--- src/rtl/uart_arb_pkg.sv ---
// Shared types and constants for the uart_tx arbiter.
package uart_arb_pkg;

  typedef enum logic [2:0] {
    IDLE    = 3'd0,
    ARB     = 3'd1,
    ISSUE   = 3'd2,
    WAIT_HI = 3'd3,
    WAIT_LO = 3'd4
  } arb_state_e;

  // Upper nibble of the channel tag byte.
  localparam logic [3:0] TAG_NIBBLE = 4'hA;

  // Largest supported requester count (tag carries a 4-bit channel id).
  localparam int unsigned MAX_CH = 16;

endpackage

--- src/rtl/uart_tx_arbiter_rr_priority_pick.sv ---
// Combinational round-robin picker: first set request above 'last', wrapping.
module rr_priority_pick
  import uart_arb_pkg::*;
#(
  parameter  int unsigned NUM_CH = 4,
  localparam int unsigned GW     = $clog2(NUM_CH)
) (
  input  logic [NUM_CH-1:0] req,
  input  logic [GW-1:0]     last,
  output logic [GW-1:0]     gnt_id,
  output logic              any
);

  logic          found;
  logic [GW-1:0] idx;

  // Scan (last+1) .. (last+NUM_CH) mod NUM_CH; the first hit wins.
  always_comb begin
    gnt_id = last;
    found  = 1'b0;
    idx    = '0;
    for (int unsigned i = 1; i <= NUM_CH; i++) begin
      idx = GW'((32'(last) + i) % NUM_CH);
      if (!found && req[idx]) begin
        found  = 1'b1;
        gnt_id = idx;
      end
    end
  end

  assign any = |req;

endmodule

--- src/rtl/uart_tx_arbiter.sv ---
// Round-robin, packet-locked arbiter sharing one uart_tx between NUM_CH
// byte-stream requesters.
// Optional feature: define UART_ARB_CHAN_TAG_EN to prefix every packet with
// a tag byte {4'hA, grant_id[3:0]}.
module uart_tx_arbiter
  import uart_arb_pkg::*;
#(
  parameter  int unsigned NUM_CH       = 4,
  parameter  int unsigned PAYLOAD_BITS = 8,
  localparam int unsigned GW           = $clog2(NUM_CH)
) (
  input  logic                           clk,
  input  logic                           rst_n,
  input  logic [NUM_CH-1:0]              req_valid,
  input  logic [NUM_CH*PAYLOAD_BITS-1:0] req_data,
  input  logic [NUM_CH-1:0]              req_last,
  output logic [NUM_CH-1:0]              req_ready,
  output logic                           tx_en,
  output logic [PAYLOAD_BITS-1:0]        tx_data,
  input  logic                           tx_busy,
  output logic [GW-1:0]                  grant_id,
  output logic                           locked
);

  arb_state_e              state_q, state_d;
  logic [GW-1:0]           grant_q, grant_d;
  logic [GW-1:0]           last_grant_q, last_grant_d;
  logic                    locked_q, locked_d;
  logic                    last_q, last_d;
  logic                    tx_en_q, tx_en_d;
  logic [PAYLOAD_BITS-1:0] tx_data_q, tx_data_d;
  logic [NUM_CH-1:0]       ready_q, ready_d;
`ifdef UART_ARB_CHAN_TAG_EN
  logic                    tag_pend_q, tag_pend_d;
`endif

  logic [PAYLOAD_BITS-1:0] data_arr [NUM_CH];
  logic [GW-1:0]           pick_id;
  logic                    pick_any;

  // Split the flat data bus into per-channel bytes.
  for (genvar k = 0; k < NUM_CH; k++) begin : g_unpack
    assign data_arr[k] = req_data[k*PAYLOAD_BITS +: PAYLOAD_BITS];
  end

  rr_priority_pick #(
    .NUM_CH (NUM_CH)
  ) u_pick (
    .req    (req_valid),
    .last   (last_grant_q),
    .gnt_id (pick_id),
    .any    (pick_any)
  );

  // Next-state and next-output logic; outputs are registered from these.
  always_comb begin
    state_d      = state_q;
    grant_d      = grant_q;
    last_grant_d = last_grant_q;
    locked_d     = locked_q;
    last_d       = last_q;
    tx_en_d      = 1'b0;
    tx_data_d    = tx_data_q;
    ready_d      = '0;
`ifdef UART_ARB_CHAN_TAG_EN
    tag_pend_d   = tag_pend_q;
`endif
    unique case (state_q)
      IDLE: begin
        if (pick_any) state_d = ARB;
      end
      ARB: begin
        if (!locked_q) begin
          if (pick_any) begin
            grant_d   = pick_id;
            locked_d  = 1'b1;
            state_d   = ISSUE;
            tx_en_d   = 1'b1;
`ifdef UART_ARB_CHAN_TAG_EN
            // New grant: the first issue is the tag, nothing is consumed.
            tag_pend_d = 1'b1;
            tx_data_d  = PAYLOAD_BITS'({TAG_NIBBLE, 4'(pick_id)});
`else
            tx_data_d = data_arr[pick_id];
            ready_d   = NUM_CH'(1) << pick_id;
`endif
          end
        end else if (req_valid[grant_q]) begin
          // Mid-packet: only the holder may proceed.
          state_d   = ISSUE;
          tx_en_d   = 1'b1;
          tx_data_d = data_arr[grant_q];
          ready_d   = NUM_CH'(1) << grant_q;
        end
      end
      ISSUE: begin
        state_d = WAIT_HI;
`ifdef UART_ARB_CHAN_TAG_EN
        last_d     = tag_pend_q ? 1'b0 : req_last[grant_q];
        tag_pend_d = 1'b0;
`else
        last_d = req_last[grant_q];
`endif
      end
      WAIT_HI: begin
        if (tx_busy) state_d = WAIT_LO;
      end
      WAIT_LO: begin
        if (!tx_busy) begin
          if (last_q) begin
            locked_d     = 1'b0;
            last_grant_d = grant_q;
            state_d      = pick_any ? ARB : IDLE;
          end else begin
            state_d = ARB;
          end
        end
      end
      default: state_d = IDLE;
    endcase
  end

  // State and output registers, synchronous active-low reset.
  always_ff @(posedge clk) begin
    if (!rst_n) begin
      state_q      <= IDLE;
      grant_q      <= '0;
      last_grant_q <= GW'(NUM_CH - 1);
      locked_q     <= 1'b0;
      last_q       <= 1'b0;
      tx_en_q      <= 1'b0;
      tx_data_q    <= '0;
      ready_q      <= '0;
`ifdef UART_ARB_CHAN_TAG_EN
      tag_pend_q   <= 1'b0;
`endif
    end else begin
      state_q      <= state_d;
      grant_q      <= grant_d;
      last_grant_q <= last_grant_d;
      locked_q     <= locked_d;
      last_q       <= last_d;
      tx_en_q      <= tx_en_d;
      tx_data_q    <= tx_data_d;
      ready_q      <= ready_d;
`ifdef UART_ARB_CHAN_TAG_EN
      tag_pend_q   <= tag_pend_d;
`endif
    end
  end

  assign tx_en     = tx_en_q;
  assign tx_data   = tx_data_q;
  assign req_ready = ready_q;
  assign grant_id  = grant_q;
  assign locked    = locked_q;

endmodule

--- config.mk ---
export PLATFORM = sky130hd
export DESIGN_NAME = uart_tx_arbiter
export DESIGN_NICKNAME = d
export VERILOG_FILES = /design/src/rtl/uart_arb_pkg.sv /design/src/rtl/uart_tx_arbiter_rr_priority_pick.sv /design/src/rtl/uart_tx_arbiter.sv
export SDC_FILE = /design/constraint.sdc
export NUM_CORES = 1
export LEC_CHECK = 0
export ABC_AREA = 1
export CORE_MARGIN = 2
export CORE_UTILIZATION = 42
export DETAILED_ROUTE_END_ITERATION = 6
export GPL_ROUTABILITY_DRIVEN = 0
export PLACE_DENSITY = 0.76
export SETUP_SLACK_MARGIN = 0.5
export SYNTH_ARGS = -nofsm -noshare
export SYNTH_HDL_FRONTEND = slang
export SYNTH_HIERARCHICAL = 1
export SYNTH_SLANG_ARGS = --single-unit
--- constraint.sdc ---
create_clock -name clk -period 1.9 [get_ports clk]
set_input_delay 0.38 -clock clk [delete_from_list [all_inputs] [get_ports clk]]
set_output_delay 0.38 -clock clk [all_outputs]
set_load 0.05 [all_outputs]
==> results of run 1 <==
layout make-up:
type	instances	share of cell area
multi-input cells	259	0.4777
repair buffers	88	0.2769
flip-flops and latches	22	0.1487
inverters	37	0.05203
well taps	52	0.02130
clock buffers	3	0.01352
clock inverters	1	0.009832
worst max-delay path, stage by stage (launching register included):
cell	delay, ns
dfxtp_4	0.39
buf_6	0.13
nand2_2	0.07
nand2_4	0.07
nand2_4	0.08
nand2_8	0.09
a21oi_4	0.15
nand3_2	0.12
nand2_4	0.15
inv_4	0.06
nor2_4	0.16
buf_4	0.13
nand2_1	0.04
nand2_1	0.06
inv_1	0.04
nand3b_1	0.06
nand2_1	0.05
nand3_1	0.06
nand2_1	0.05
nor2_1	0.07
stage by stage:
step                      worst slack, ns    util  power, µW
after floorplan                    0.1355       -       1568
after global routing              -0.3226  0.7063       2709
final                             -0.1878  0.7063       2543
after detailed placement          -0.5920  0.6111       1994
after CTS                        -0.08476  0.6542       2446
after global placement            -0.4853  0.6111       1978
kinds of logic (layout without fill, tap and decap cells):
group | count (synthesis) | in the layout | synth area share
AND/OR/NAND/NOR | 218 | 219 | 0.5297
buffers and inverters | 45 | 129 | 0.1156
AO/OA/AOI/OAI | 39 | 39 | 0.1149
flip-flops | 22 | 22 | 0.2351
XOR/XNOR | 1 | 1 | 0.004677
cell usage after synthesis (2+ instances only):
library cell  number
nand2_1          142
inv_1             32
dfxtp_1           22
a21oi_1           20
nand3_1           19
nor2_1            16
nand3b_1          12
o21ai_0           10
nand2_2            7
nand4_1            7
nand2_4            5
buf_6              4
nor2_2             4
inv_2              3
o211ai_1           3
a22oi_1            2
buf_2              2
buf_4              2
nor3_1             2
registers in the layout, summed over array words and instances (netlist names):
name	flops
last_q	1
tx_en	1
locked	1
last_grant_q	2
tx_data	8
grant_id	2
req_ready	4
state_q	3
layout by cell type, fill, tap and decap left out, types with 13 or more instances in the layout:
master and n:
clkdlybuf4s50_1 38, buf_4 23, nand2_4 13, nand2_1 124, a21oi_1 16, inv_1 28
dfxtp_1 17, nor2_1 13, nand2_2 16
metal layers:
metal | vias to the layer above | GRT usage | share of wire
met5 | - | 0 | 0
met4 | 0 | 0.06499 | 0.012
met3 | 8 | 0.01994 | 0.049
met2 | 85 | 0.3904 | 0.48
met1 | 1053 | 0.3063 | 0.46
li1 | 1211 | - | -
power groups by stage:
stage | combinational [µW] | clock (µW) | sequential [µW]
2_1_floorplan | 686 | 0 | 882
3_3_place_gp | 1310 | 0 | 664
3_5_place_dp | 1330 | 0 | 668
4_1_cts | 1350 | 443 | 657
5_1_grt | 1560 | 468 | 680
6_report | 1440 | 443 | 664
timing repair:
item / in CTS / in global routing
pin swaps: 10 / 15
buffers inserted: 6 / 7
gates resized for setup: 75 / 49
cloned: 1 / 0
endpoints found under the setup margin: 32 / 21
worst paths after layout:
check	end	slack [ns]	cells after the start
setup / recovery	tx_data[7]	-0.19	19
hold / removal	tx_data[0]	0.48	2
setup reg to reg	tx_data[7]	-0.19	19
hold reg to reg	tx_data[0]	0.48	2
==> impl_metrics.yaml, run 1 <==
pwr:
  seq_power_share: 0.261
  peakVddDrop_mv: 0.4891
  intPower_uw: 1372
  switching_share: 0.4605
  leakage_uw: 0.001374
  powerDensity_nw_per_um2: 832.6
  power_switching_uw: 1171
  combPwrFrac: 0.565
  p_clk_frac: 0.174
route:
  dr_total_vias: 2357
  antenna_left: 0
  drc: 0
  drtIter0Drc: 150
  routed_via_density: 5.102
  first_pass_iters: 4
  avgRoutedWirePerCell_um: 13.36
  drt-total-wl_um: 6173
clock_tree:
  clkTransAtPathRegs_ns: 0.08
  holdBufCountCts: 0
  numCtsBuffers: 3
  cts-root-buf: "clkbuf_8"
  cts_buffer_depth: 2
  h-tree-depth: 1
  insertion_delay_ns: 0.27
  cts_tree: "yes"
  cts_sinks: 22
yosys:
  syn-mean-instance-area_um2: 5.763
  netlist_instances: 325
  netlist.area_leader.share: 0.2846
  synth_top_cell_by_area: "nand2_1"
  synth-async-reset-ratio: 0
  ys_ff_latch: 22
  synth_area_leaders: "nand2_1, dfxtp_1, inv_1"
  synth_edf_count: 0
  synth_flop_cell: "dfxtp_1"
  synth_cell_types: 30
  syn-cell-area_um2: 1873
  syn-num-nets: 368
  synth_seq_area_share: 0.2351
  yosysWarnings: 6
finish:
  final_cells: 462
  final_layout_size_suffix_gt1_frac: 0.3049
  fin_nets: 454
  multi_input_area_um2: 1459
  area_growth_pct: 63.06
  fin_area_um2: 3054
  diodes: 0
  fill_cells: 377
  seq_area_um2: 454.2
global_routing:
  grt_pass1_vias: 2176
  grt_overflow: 0
  track_usage: 0.2279
  grt_pass1_wl_um: 9466
  grt_max_degree: 18
  antenna_found_initial: 0
floorplanning:
  core_area_um2: 4324
  dieArea_um2: 5010
  ios: 59
  fp.dieW_um: 70.78
  start_util: 0.4332
  die_y_um: 70.78
  rows: 24
worst_hold_path:
  hp-start: "tx_data[0]"
  min_path_type: "flip-flop to flip-flop"
worst_setup_path:
  crit_type: "flip-flop to flip-flop"
  end_kind: "flip-flop"
  required_ns: 2.11
  timing.critical_path.from_type: "flip-flop"
  reg2reg_from: "last_grant_q[0]"
  cp_max_fo: 5
  worst_ep_arrival_time_ns: 2.30
  crit_start: "last_grant_q[0]"
sta:
  slew_viol_final: 0
  relSlewSlack: 0.6875
  setup_viol: 9
  period_share: 1.099
  hold_ws_ns: 0.4764
  fmax_mhz: 479.0
  worst_pin_slew_ns: 0.4683
  finClkSkew_ns: 0.002781
  hold_viol_final: 0
  final.setup.tns_ns: -1.318
  finalWorstSetupSlack_ns: -0.1878
  rsz0062_at_grt: "yes"
  min_period_ns: 2.088
placed_design:
  hpwl_um: 4226
  io_buffers: 58
  dp.cells: 444
  place_area_um2: 2643
job:
  maxCapViolCount: 0
outcome:
  run_status: "finished with violations"
  violations: "negative setup slack"
Power figures use the tool's default switching activity.
==> inputs of run 2 (changes only) <==
PLACE_DENSITY = 0.78   (was 0.76)
==> run 2 against run 1 <==
Combinational power is 3% higher. Register-to-register slack hardly changed. Global-route usage is 0.42 points higher. First-iteration DRC count is 49% higher. Clock power hardly changed. Critical path depth is 2 lower. Via count is 5.4% higher. Clock skew is 0.0041 ns higher. Flip-flop and latch count stayed put. The flow still finishes with violations (negative setup slack).
==> impl_metrics.yaml, run 2 (same netlist as run 1, synthesis figures left out) <==
global_routing:
  grt_pass1_vias: 2169
  track_usage: 0.2321
  grt_overflow: 0
  grt_pass1_wl_um: 9632
  grt_max_degree: 21
  antenna_found_initial: 0
sta:
  final.setup.tns_ns: -0.9881
  setup_viol: 8
  fmax_mhz: 479.5
  min_period_ns: 2.086
  hold_ws_ns: 0.4818
  slew_viol_final: 0
  period_share: 1.098
  finalWorstSetupSlack_ns: -0.1857
  relSlewSlack: 0.7347
  rsz0062_at_grt: "yes"
  hold_viol_final: 0
  worst_pin_slew_ns: 0.3975
  finClkSkew_ns: 0.006862
finish:
  layout_common_cells: "nand2_1, clkdlybuf4s50_1, inv_1"
  seq_area_um2: 451.7
  utilization: 0.7106
  multi_input_area_um2: 1484
  largest_reg_flops: 8
  area_growth_pct: 64.06
  fill_cells: 358
  diodes: 0
  fin_nets: 455
  final_layout_size_suffix_gt1_frac: 0.3041
  final_cells: 463
  layout_commonest_cell: "nand2_1"
route:
  drc: 0
  drt-total-wl_um: 6556
  antenna_left: 0
  first_pass_iters: 5
  routed_via_density: 5.365
  drtIter0Drc: 224
  dr_total_vias: 2484
  avgRoutedWirePerCell_um: 14.16
worst_setup_path:
  end_kind: "flip-flop"
  path_common_cell: "nand2_4"
  critPathSlowestCell: "dfxtp_4"
  cp_max_fo: 5
  cp_num_buf_inv: 3
  crit_type: "flip-flop to flip-flop"
  timing.critical_path.from_type: "flip-flop"
  worst_ep_arrival_time_ns: 2.29
  required_ns: 2.11
  crit_chain: "buf_6 -> nand2_4 -> nand2_4 -> nand2_4 -> nand2_8 -> xor2_2 -> nand2_2 -> nand2_4 -> buf_6 -> nor2_4 -> buf_4 -> nand2_1 -> nand4_1 -> nand2_1 -> nand3_1 -> nand2_1 -> nor2_1"
  max_stage_delay_ns: 0.39
  critPathTopFamily: "simple AND/OR/NAND/NOR gates"
clock_tree:
  cts-root-buf: "clkbuf_8"
  numCtsBuffers: 3
  cts_sinks: 22
  insertion_delay_ns: 0.26
  cts_buffer_depth: 2
  h-tree-depth: 1
  clkTransAtPathRegs_ns: 0.09
  holdBufCountCts: 0
  cts_tree: "yes"
pwr:
  powerDensity_nw_per_um2: 832.6
  leakage_uw: 0.001381
  total_power_uw: 2558
  peakVddDrop_mv: 0.4644
outcome:
  run_status: "finished with violations"
  violations: "negative setup slack"
floorplanning:
  fp.dieW_um: 70.78
  start_util: 0.4332
  rows: 24
  core_area_um2: 4324
  ios: 59
  die_y_um: 70.78
  dieArea_um2: 5010
worst_hold_path:
  min_path_type: "flip-flop to flip-flop"
placed_design:
  io_buffers: 58
  hpwl_um: 4228
  dp.cells: 445
job:
  maxCapViolCount: 0
==> run 2: changes by cell type in the layout (fill, tap and decap cells not counted), sizes merged <==
cell | before | now
nor2 | 22 | 23
buf | 38 | 39
clkdlybuf4s18 | 2 | 1
==> run 2: per-layer routing <==
metal	track usage	up-vias	part of all wire
met3	0.009972	16	0.065
met2	0.4143	114	0.49
li1	-	1211	-
met4	0.05660	0	0.018
met1	0.3078	1143	0.43
met5	0	-	0
==> run 2: repair_timing <==
| item | CTS | global route |
|---|---|---|
| gates cloned | 2 | 0 |
| setup endpoints to repair | 32 | 21 |
| gates resized for setup | 70 | 60 |
| endpoints found under the hold margin | 0 | 0 |
| setup buffers | 5 | 7 |
| pin swaps | 8 | 35 |
==> run 2: area by class of cell <==
type,count,area share
flip-flops and latches,22,0.1470
clock buffers,3,0.01344
clock inverters,1,0.009772
repair buffers,88,0.2740
multi-input cells,260,0.4829
inverters,37,0.05171
well taps,52,0.02117
==> run 2: report_power, final <==
group / switching [µW] / internal, µW
clock network: 161 / 281
logic: 944 / 537
registers: 81.5 / 554
==> run 2: worst reg2reg max path: cells and delay by family, from the launching register on <==
kind / cells / cell delay (ns)
xor+xnor: 1 / 0.19
simple gates: 13 / 1.04
buf+inv: 3 / 0.40
flops: 1 / 0.39
==> run 2: through the flow <==
step | setup WS [ns] | instance area [µm²]
5_1_grt | -0.3075 | 3073
2_1_floorplan | 0.1355 | 1942
3_5_place_dp | -0.5278 | 2650
6_report | -0.1857 | 3073
4_1_cts | -0.05107 | 2824
3_3_place_gp | -0.5303 | 2650
==> run 2: path summary, 6_finish.rpt <==
| path | from | endpoint | depth (start not counted) | slack (ns) |
|---|---|---|---|---|
| max | last_grant_q[0] | tx_data[6] | 17 | -0.19 |
| max reg2reg | last_grant_q[0] | tx_data[6] | 17 | -0.19 |
| min | tx_data[5] | tx_data[5] | 2 | 0.48 |
| min reg2reg | tx_data[5] | tx_data[5] | 2 | 0.48 |
==> inputs of run 3 (changes only) <==
CORE_MARGIN = unset   (was 2)
==> run 3 against run 2 <==
The flow still finishes with violations (negative setup slack). Sequential share of layout area shrank 0.054 points. Non-clock buffer count grew 3. Wire length shrank 1.4%. Combinational power is essentially flat. Sequential power is essentially flat. Worst setup slack lost 0.098 ns. Cell area grew 0.37%. Via count shrank 1.0%. Critical endpoint is now tx_data[2]. Largest cell class unchanged.
==> impl_metrics.yaml, run 3 (same netlist as run 1, synthesis figures left out) <==
pwr:
  leakage_uw: 0.001432
  powerDensity_nw_per_um2: 832.0
  peakVddDrop_mv: 0.3846
finish:
  layout_commonest_cell: "nand2_1"
  area_growth_pct: 64.66
  fin_nets: 457
  final_cells: 463
  layout_common_cells: "nand2_1, clkdlybuf4s50_1, inv_1"
  largest_reg_flops: 8
  diodes: 0
  final_layout_size_suffix_gt1_frac: 0.2978
  fill_cells: 316
worst_setup_path:
  worst_ep_arrival_time_ns: 2.38
  crit_chain: "buf_2 -> nand2_1 -> nand3_2 -> nand2_2 -> o21ai_1 -> nand3_2 -> nand2_4 -> inv_2 -> nor2_4 -> buf_12 -> nand2_1 -> nand2_1 -> inv_1 -> nand3b_1 -> nand2_1 -> nand3_2 -> nand2_1 -> nor2_1"
  cp_max_fo: 5
  timing.critical_path.from_type: "flip-flop"
  required_ns: 2.10
  critPathSlowestCell: "dfxtp_4"
  crit_type: "flip-flop to flip-flop"
  end_kind: "flip-flop"
  path_common_cell: "nand2_1"
  max_stage_delay_ns: 0.38
route:
  dr_total_vias: 2458
  avgRoutedWirePerCell_um: 13.97
  antenna_left: 0
  drc: 0
  drtIter0Drc: 135
  routed_via_density: 5.309
  drt-total-wl_um: 6467
  first_pass_iters: 5
global_routing:
  track_usage: 0.2709
  grt_pass1_vias: 2185
  grt_pass1_wl_um: 9701
  grt_overflow: 0
  busiest_layer: "met2"
  antenna_found_initial: 0
  grtUsageMet1: 0.3431
  met2_usage: 0.4828
  grt_util_met3: 0.02961
  grt_max_degree: 18
clock_tree:
  numCtsBuffers: 3
  insertion_delay_ns: 0.26
  h-tree-depth: 1
  clkTransAtPathRegs_ns: 0.08
  cts-root-buf: "clkbuf_8"
  holdBufCountCts: 0
  cts_tree: "yes"
  cts_buffer_depth: 2
  cts_sinks: 22
outcome:
  violations: "negative setup slack"
  run_status: "finished with violations"
sta:
  hold_viol_final: 0
  fmax_mhz: 458.0
  finClkSkew_ns: 0.002037
  finalWorstSetupSlack_ns: -0.2832
  rsz0062_at_grt: "yes"
  slew_viol_final: 0
  setup_viol: 10
  worst_pin_slew_ns: 0.4930
  hold_ws_ns: 0.4872
  min_period_ns: 2.183
  relSlewSlack: 0.6710
  period_share: 1.149
floorplanning:
  fp.dieW_um: 68.78
  ios: 59
  core_area_um2: 4144
  dieArea_um2: 4731
  start_util: 0.4520
  rows: 23
  die_y_um: 68.78
placed_design:
  dp.cells: 444
  hpwl_um: 4430
  io_buffers: 58
job:
  maxCapViolCount: 0
worst_hold_path:
  min_path_type: "flip-flop to flip-flop"
==> run 3: power breakdown <==
part           switching (µW)  internal (µW)  total, µW  leakage [µW]
Sequential               83.4            554        637      0.000181
Clock                     149            281        430     0.0000357
Combinational             934            564       1500       0.00121
Total                    1170           1400       2570       0.00143
==> run 3: path summary, 6_finish.rpt <==
kind	start	to	slack, ns	cells past startpoint
setup / recovery	last_grant_q[0]	tx_data[2]	-0.28	18
hold / removal	tx_data[1]	tx_data[1]	0.49	2
setup reg to reg	last_grant_q[0]	tx_data[2]	-0.28	18
hold reg to reg	tx_data[1]	tx_data[1]	0.49	2
==> run 3: worst max-delay path: cells and delay by family, from the launching register on <==
kind	cells	cell delay, ns
flip-flops	1	0.38
AO/OA/AOI/OAI	1	0.20
buffers and inverters	4	0.39
AND/OR/NAND/NOR	13	1.15
==> run 3: what timing repair did <==
item | in CTS | in global routing
endpoints found under the setup margin | 32 | 19
buffers inserted | 9 | 5
resized for setup | 78 | 42
pin swaps | 8 | 22
gates cloned | 1 | 0
==> run 3: per-stage QoR <==
stage	util	power (µW)	setup TNS (ns)	setup slack, ns	cell area (µm²)
after floorplan	-	1568	0	0.1355	1942
after global placement	0.6437	1993	-6.243	-0.5544	2668
after detailed placement	0.6437	2018	-6.917	-0.6018	2668
after CTS	0.7002	2480	-0.5364	-0.07953	2902
after global routing	0.7443	2731	-2.840	-0.3641	3084
final	0.7443	2566	-2.147	-0.2832	3084
==> run 3: per-layer routing <==
layer,up-vias,part of all wire
met4,0,0.027
met5,-,0
met2,120,0.49
met1,1104,0.42
met3,20,0.070
li1,1214,-
==> run 3: area by class of cell <==
type,instances,area [µm²],area share
inverter,37,156.4,0.05071
clock buffer,3,41.29,0.01339
multi-input combinational,259,1420,0.4604
sequential,22,451.7,0.1465
clock inverter,1,30.03,0.009736
timing repair buffer,91,922.1,0.2990
tap,50,62.56,0.02028
